[src/rtl/garage_door_sequencer_if.sv]
// garage_door_sequencer_if: command/limit/motor bundle between the door sequencer and its surroundings
// Signals:
//   req      source -> sequencer  per-source activate level (N_REQ bits)
//   up_max   source -> sequencer  door fully open limit
//   dn_max   source -> sequencer  door fully closed limit
//   obstruct source -> sequencer  beam-break sensor, 1 = blocked
//   up_m     sequencer -> source  open motor drive
//   dn_m     sequencer -> source  close motor drive
//   gnt      sequencer -> source  one-hot grant pulse (N_REQ bits)
//   busy     sequencer -> source  door in motion
//   fault    sequencer -> source  sticky watchdog/limit fault
interface garage_door_sequencer_if #(
    parameter int N_REQ = 4
);
    logic [N_REQ-1:0] req;
    logic [N_REQ-1:0] gnt;
    logic             up_max;
    logic             dn_max;
    logic             obstruct;
    logic             up_m;
    logic             dn_m;
    logic             busy;
    logic             fault;
    modport master (output req, up_max, dn_max, obstruct, input up_m, dn_m, gnt, busy, fault);
    modport slave (input req, up_max, dn_max, obstruct, output up_m, dn_m, gnt, busy, fault);
endinterface

[src/rtl/garage_door_sequencer.sv]
// garage_door_sequencer: round-robin multi-source door command sequencer with stop, reversal, watchdog and dwell
// Ports:
//   clk    rising-edge clock
//   rst_n  asynchronous active-low reset
//   door   slave side of garage_door_sequencer_if (req/limits/obstruct in, motors/gnt/busy/fault out)
module garage_door_sequencer #(
    parameter int N_REQ      = 4,
    parameter int MAX_TRAVEL = 200,
    parameter int DWELL      = 8
) (
    input  logic                        clk,
    input  logic                        rst_n,
    garage_door_sequencer_if.slave      door
);
    localparam int PW = $clog2(N_REQ);
    localparam int TW = $clog2(MAX_TRAVEL + 1);
    localparam int DW = $clog2(DWELL + 1);
    typedef enum logic [1:0] {IDLE, OPENING, CLOSING, FAULT} state_t;
    state_t           state_q, state_d;
    logic [N_REQ-1:0] req_prev_q, pend_q, pend_d, gnt_q, gnt_d, rise;
    logic [PW-1:0]    rr_q, rr_d, win, idx;
    logic             last_up_q, last_up_d;
    logic [DW-1:0]    dwell_q, dwell_d;
    logic [TW-1:0]    travel_q, travel_d;
    logic             grant, both, open_tgt, wd;
    // Scan downward so the last hit is the first pending index at or after rr_q.
    always_comb begin
        win = '0;
        idx = '0;
        for (int k = N_REQ - 1; k >= 0; k--) begin
            idx = PW'((int'(rr_q) + k) % N_REQ);
            if (pend_q[idx]) win = idx;
        end
    end
    always_comb begin
        rise      = door.req & ~req_prev_q;
        both      = door.up_max & door.dn_max;
        // A reversing close swallows the grant slot; pending presses wait.
        grant     = (|pend_q) && state_q != FAULT && !both && !(state_q == CLOSING && door.obstruct)
                    && (state_q != IDLE || dwell_q == '0);
        open_tgt  = door.dn_max || (!door.up_max && !last_up_q);
        wd        = travel_q == TW'(MAX_TRAVEL - 1);
        state_d   = state_q;
        last_up_d = last_up_q;
        travel_d  = travel_q;
        dwell_d   = (dwell_q != '0) ? dwell_q - 1'b1 : '0;
        if (both) state_d = FAULT;
        else case (state_q)
            IDLE: if (grant && (open_tgt || !door.obstruct)) begin
                state_d  = open_tgt ? OPENING : CLOSING;
                travel_d = '0;
            end
            OPENING: if (door.up_max || grant) begin
                state_d   = IDLE;
                last_up_d = 1'b1;
                dwell_d   = DW'(DWELL);
            end else begin
                state_d  = wd ? FAULT : OPENING;
                travel_d = travel_q + 1'b1;
            end
            CLOSING: if (door.obstruct) begin
                state_d  = OPENING;
                travel_d = '0;
            end else if (door.dn_max || grant) begin
                state_d   = IDLE;
                last_up_d = 1'b0;
                dwell_d   = DW'(DWELL);
            end else begin
                state_d  = wd ? FAULT : CLOSING;
                travel_d = travel_q + 1'b1;
            end
            default: state_d = FAULT;
        endcase
        // A grant clears every pending bit; only edges arriving this very cycle survive.
        pend_d = (state_q == FAULT || state_d == FAULT) ? '0 : grant ? rise : (pend_q | rise);
        gnt_d  = grant ? (N_REQ'(1) << win) : '0;
        rr_d   = grant ? ((win == PW'(N_REQ - 1)) ? '0 : win + 1'b1) : rr_q;
    end
    always_ff @(posedge clk or negedge rst_n) begin
        if (!rst_n) begin
            state_q    <= IDLE;
            req_prev_q <= '0;
            pend_q     <= '0;
            gnt_q      <= '0;
            rr_q       <= '0;
            last_up_q  <= 1'b0;
            dwell_q    <= '0;
            travel_q   <= '0;
        end else begin
            state_q    <= state_d;
            req_prev_q <= door.req;
            pend_q     <= pend_d;
            gnt_q      <= gnt_d;
            rr_q       <= rr_d;
            last_up_q  <= last_up_d;
            dwell_q    <= dwell_d;
            travel_q   <= travel_d;
        end
    end
    assign door.up_m  = state_q == OPENING;
    assign door.dn_m  = state_q == CLOSING;
    assign door.busy  = state_q == OPENING || state_q == CLOSING;
    assign door.fault = state_q == FAULT;
    assign door.gnt   = gnt_q;
endmodule

[src/flat_wrapper.sv]
// flat-port wrapper written by rule: the top's interface ports become plain ports
module garage_door_sequencer_flat 
#(
    parameter int N_REQ      = 4,
    parameter int MAX_TRAVEL = 200,
    parameter int DWELL      = 8
)
  (clk, rst_n, door_req, door_up_max, door_dn_max, door_obstruct, door_up_m, door_dn_m, door_gnt, door_busy, door_fault);
  garage_door_sequencer_if #(.N_REQ(N_REQ)) door_i ();
  input  logic clk;
  input  logic rst_n;
  input wire logic [$bits(door_i.req)-1:0] door_req;
  input wire logic [$bits(door_i.up_max)-1:0] door_up_max;
  input wire logic [$bits(door_i.dn_max)-1:0] door_dn_max;
  input wire logic [$bits(door_i.obstruct)-1:0] door_obstruct;
  output wire logic [$bits(door_i.up_m)-1:0] door_up_m;
  output wire logic [$bits(door_i.dn_m)-1:0] door_dn_m;
  output wire logic [$bits(door_i.gnt)-1:0] door_gnt;
  output wire logic [$bits(door_i.busy)-1:0] door_busy;
  output wire logic [$bits(door_i.fault)-1:0] door_fault;
  assign door_i.req = door_req;
  assign door_i.up_max = door_up_max;
  assign door_i.dn_max = door_dn_max;
  assign door_i.obstruct = door_obstruct;
  assign door_up_m = door_i.up_m;
  assign door_dn_m = door_i.dn_m;
  assign door_gnt = door_i.gnt;
  assign door_busy = door_i.busy;
  assign door_fault = door_i.fault;
  garage_door_sequencer #(.N_REQ(N_REQ), .MAX_TRAVEL(MAX_TRAVEL), .DWELL(DWELL)) u_core (.clk(clk), .rst_n(rst_n), .door(door_i));
endmodule
[config.mk]
export PLATFORM = sky130hd
export DESIGN_NAME = garage_door_sequencer_flat
export DESIGN_NICKNAME = d
export VERILOG_FILES = /design/src/rtl/garage_door_sequencer_if.sv /design/src/rtl/garage_door_sequencer.sv /design/src/flat_wrapper.sv
export SDC_FILE = /design/constraint.sdc
export NUM_CORES = 1
export LEC_CHECK = 0
export ABC_AREA = 1
export ABC_CLOCK_PERIOD_IN_PS = 3900
export CORE_ASPECT_RATIO = 1.1
export CORE_MARGIN = 4
export CORE_UTILIZATION = 33
export DETAILED_ROUTE_END_ITERATION = 8
export PLACE_DENSITY = 0.57
export SETUP_SLACK_MARGIN = 0.15
export SLEW_MARGIN = 0
export SYNTH_ARGS = -nofsm -noshare
export SYNTH_HDL_FRONTEND = slang
export SYNTH_SLANG_ARGS = --single-unit
export TNS_END_PERCENT = 20
[constraint.sdc]
create_clock -name clk -period 3.9 [get_ports clk]
set_clock_uncertainty 0.2 [all_clocks]
set_input_delay 0.78 -clock clk [delete_from_list [all_inputs] [get_ports clk]]
set_output_delay 0.78 -clock clk [all_outputs]
set_load 0.02 [all_outputs]
==> impl_metrics.toml <==
[critical_path]
ff2ff_path_depth = 14
r2r_end = "u_core.travel_q[1]"
path_max_fanout = 10
r2r_slack_ns = 1.64
critPathArrivalTime_ns = 1.90
end_kind = "output pin"
start_kind = "register"
crit_type = "register to output pin"
reg2reg_from = "u_core.state_q[0]"
crit_required_ns = 2.92

[min_path]
hold_depth = 2
hold_path.class = "register to register"
hold-path-endpoint = "u_core.last_up_q"
hp-start = "u_core.last_up_q"

[pwr]
power_frac_comb_pct = 3.7
ir_worst_vdd_v = 0.000164
clock_power_share_pct = 49.8
p_int_mw = 0.521
power.leakage_nw = 1.08
swShare_pct = 20.1
power.share.sequential_pct = 46.5
switchingPower_mw = 0.131
power.density_mw_per_mm2 = 291

[synth]
netlist.area_leader.share_pct = 38.2
syn-num-nets = 259
ys_top_cells_by_area = "dfrtp_1, nand2_1, inv_1, ha_1, nand3_1"
synthesis.instances = 241
yosys_warnings = 0
synthFlopType = "dfrtp_1"
yosys-top-cells-count = "nand2_1, inv_1, dfrtp_1"
avgSynthCellArea_sq_um = 7.89
syn-cell-area_sq_mm = 0.00190
synth_top_area_cell = "dfrtp_1"
async_flop_share_pct = 100
seq_area_frac_synth_pct = 38.2
synth-seq-cells = 29
synthMostInstantiatedCell = "nand2_1"
yosysUniqueCellTypes = 32
synth_edf_count = 0

[global_route]
grt_pass1_wl_um = 6620
grt.overflow.total = 0
grt_pass1_vias = 1462
antenna_found_initial = 0
grt_max_degree = 30
grt_usage_pct = 12.2

[routing]
via_count = 1524
routed_wl_um = 3880
drtIter0Drc = 91
ant_nets = 0
viasPerCell = 4.52
drt-pass1-iter-count = 4
wl_per_cell_um = 11.5
drc = 0

[clock_network]
cts_sinks = 29
cts_buffers = 5
cts.reportedPaths.clkPinSlew_ns = 0.06
cts-resized-gates = 0
ctsHoldBuffers = 0
clock_latency_ns = 0.28
cts-root-buf = "clkbuf_8"
clock_path_buffers = 2
cts_tree = "built"
cts_setup_buffers = 0
htreeDepth = 2

[placement]
gp_congestion = 0.797
hpwl_um = 2910
io_buffers = 16
placed_cell_area_sq_mm = 0.00212

[die]
start_util_pct = 34.6
die_height_um = 87.6
design.die.area_sq_mm = 0.00704
die_x_um = 80.4
pin_count = 17
core-area_sq_mm = 0.00550
row_count = 28

[finish]
design_area_sq_mm = 0.00224
n_antenna_cell = 0
drive_above_1_share_pct = 15.6
fill_cells = 583
final_nets = 279
syn_to_final_growth_pct = 17.8

[sta]
layout_min_cycle_time_ns = 2.88
hold_viol = 0
finalMaxSlewViolations = 0
tns_ns = 0
max_freq_ghz = 0.347
rsz0062_at_grt = "false"
setup_viol = 0
max_slew_margin_pct = 71.6
worstMarginPinSlew_ns = 0.427
post-route-period-util_pct = 73.8

[status]
outcome = "finished clean"

[flow_run]
maxCapViolCount = 0
layer usage:
layer / wire, um / track usage (%)
met5: 0 / 0
met1: 1690 / 13.7
met2: 1990 / 21.4
met3: 142 / 4.22
met4: 59 / 4.45
metrics by stage:
stage          worst slack [ns]  util (%)  instances  power (mW)  hold WS, ns
6_report                   1.02      40.7        337       0.652        0.300
5_1_grt                   0.939      40.7        337       0.682        0.333
4_1_cts                   0.985      40.7        337       0.661        0.307
3_5_place_dp               1.10      38.6        329       0.334        0.291
3_3_place_gp               1.14      38.6        329       0.334        0.286
2_1_floorplan              1.87         -        241       0.315        0.260
how the worst max path moves through the flow:
stage	start	to	slack [ns]	depth (start not counted)
finish	u_core.state_q[1]	door_up_m	1.02	3
global route	u_core.state_q[1]	door_up_m	0.94	3
CTS	u_core.state_q[1]	door_up_m	0.99	3
detailed placement	door_up_max	u_core.travel_q[1]	1.10	12
global placement	door_up_max	u_core.travel_q[1]	1.14	12
floorplan	u_core.state_q[0]	u_core.travel_q[4]	1.87	14
cells by family (layout without fill, tap and decap cells):
logic type,after synthesis,count (layout),synth area share [%]
DFF,29,29,38.2
buffers and inverters,45,66,10.4
AOI/OAI and AO/OA,36,36,11.5
adders and majority gates,9,9,5.93
and+or+nand+nor,118,118,32.2
xor gates and xnor gates,4,4,1.84
state kept, by name (all words and copies together) (netlist names):
name,flops
u_core.req_prev_q,4
u_core.rr_q,2
u_core.last_up_q,1
u_core.door.gnt,4
u_core.dwell_q,4
u_core.state_q,2
u_core.pend_q,4
u_core.travel_q,8
power by group through the flow:
| stage | logic, mW | clock network, mW | registers (mW) |
|---|---|---|---|
| 2_1_floorplan | 0.00615 | 0 | 0.309 |
| 3_3_place_gp | 0.0249 | 0 | 0.309 |
| 3_5_place_dp | 0.0251 | 0 | 0.309 |
| 4_1_cts | 0.0252 | 0.333 | 0.303 |
| 5_1_grt | 0.0273 | 0.352 | 0.303 |
| 6_report | 0.0244 | 0.325 | 0.303 |
critical path, cell delays in order (launching register included):
cell             delay (ns)
dfrtp_1                0.41
inv_1                  0.09
ha_1                   0.42
clkdlybuf4s50_1        0.70
cell usage in the layout, fill, tap and decap left out, drive strengths merged:
cell / n
and2: 1
bufinv: 1
or2: 1
nand3b: 2
clkbuf: 7
nor2: 23
nand3: 21
a21oi: 9
clkdlybuf4s50: 16
o21ai: 21
nand2: 63
dfrtp: 29
o21a: 1
nor3: 3
buf: 2
nand4: 4
ha: 9
o31ai: 1
xnor2: 1
inv: 40
a22oi: 4
xor2: 3
final cells by class:
type / count / area [sq um] / area share [%]
clock buffers: 7 / 86.3 / 3.86
repair buffers: 18 / 175 / 7.83
flip-flops and latches: 29 / 726 / 32.4
well taps: 75 / 93.8 / 4.19
inverters: 40 / 150 / 6.71
multi-input cells: 167 / 977 / 43.7
clock inverters: 1 / 30.0 / 1.34
(Power assumes the default switching activity.)
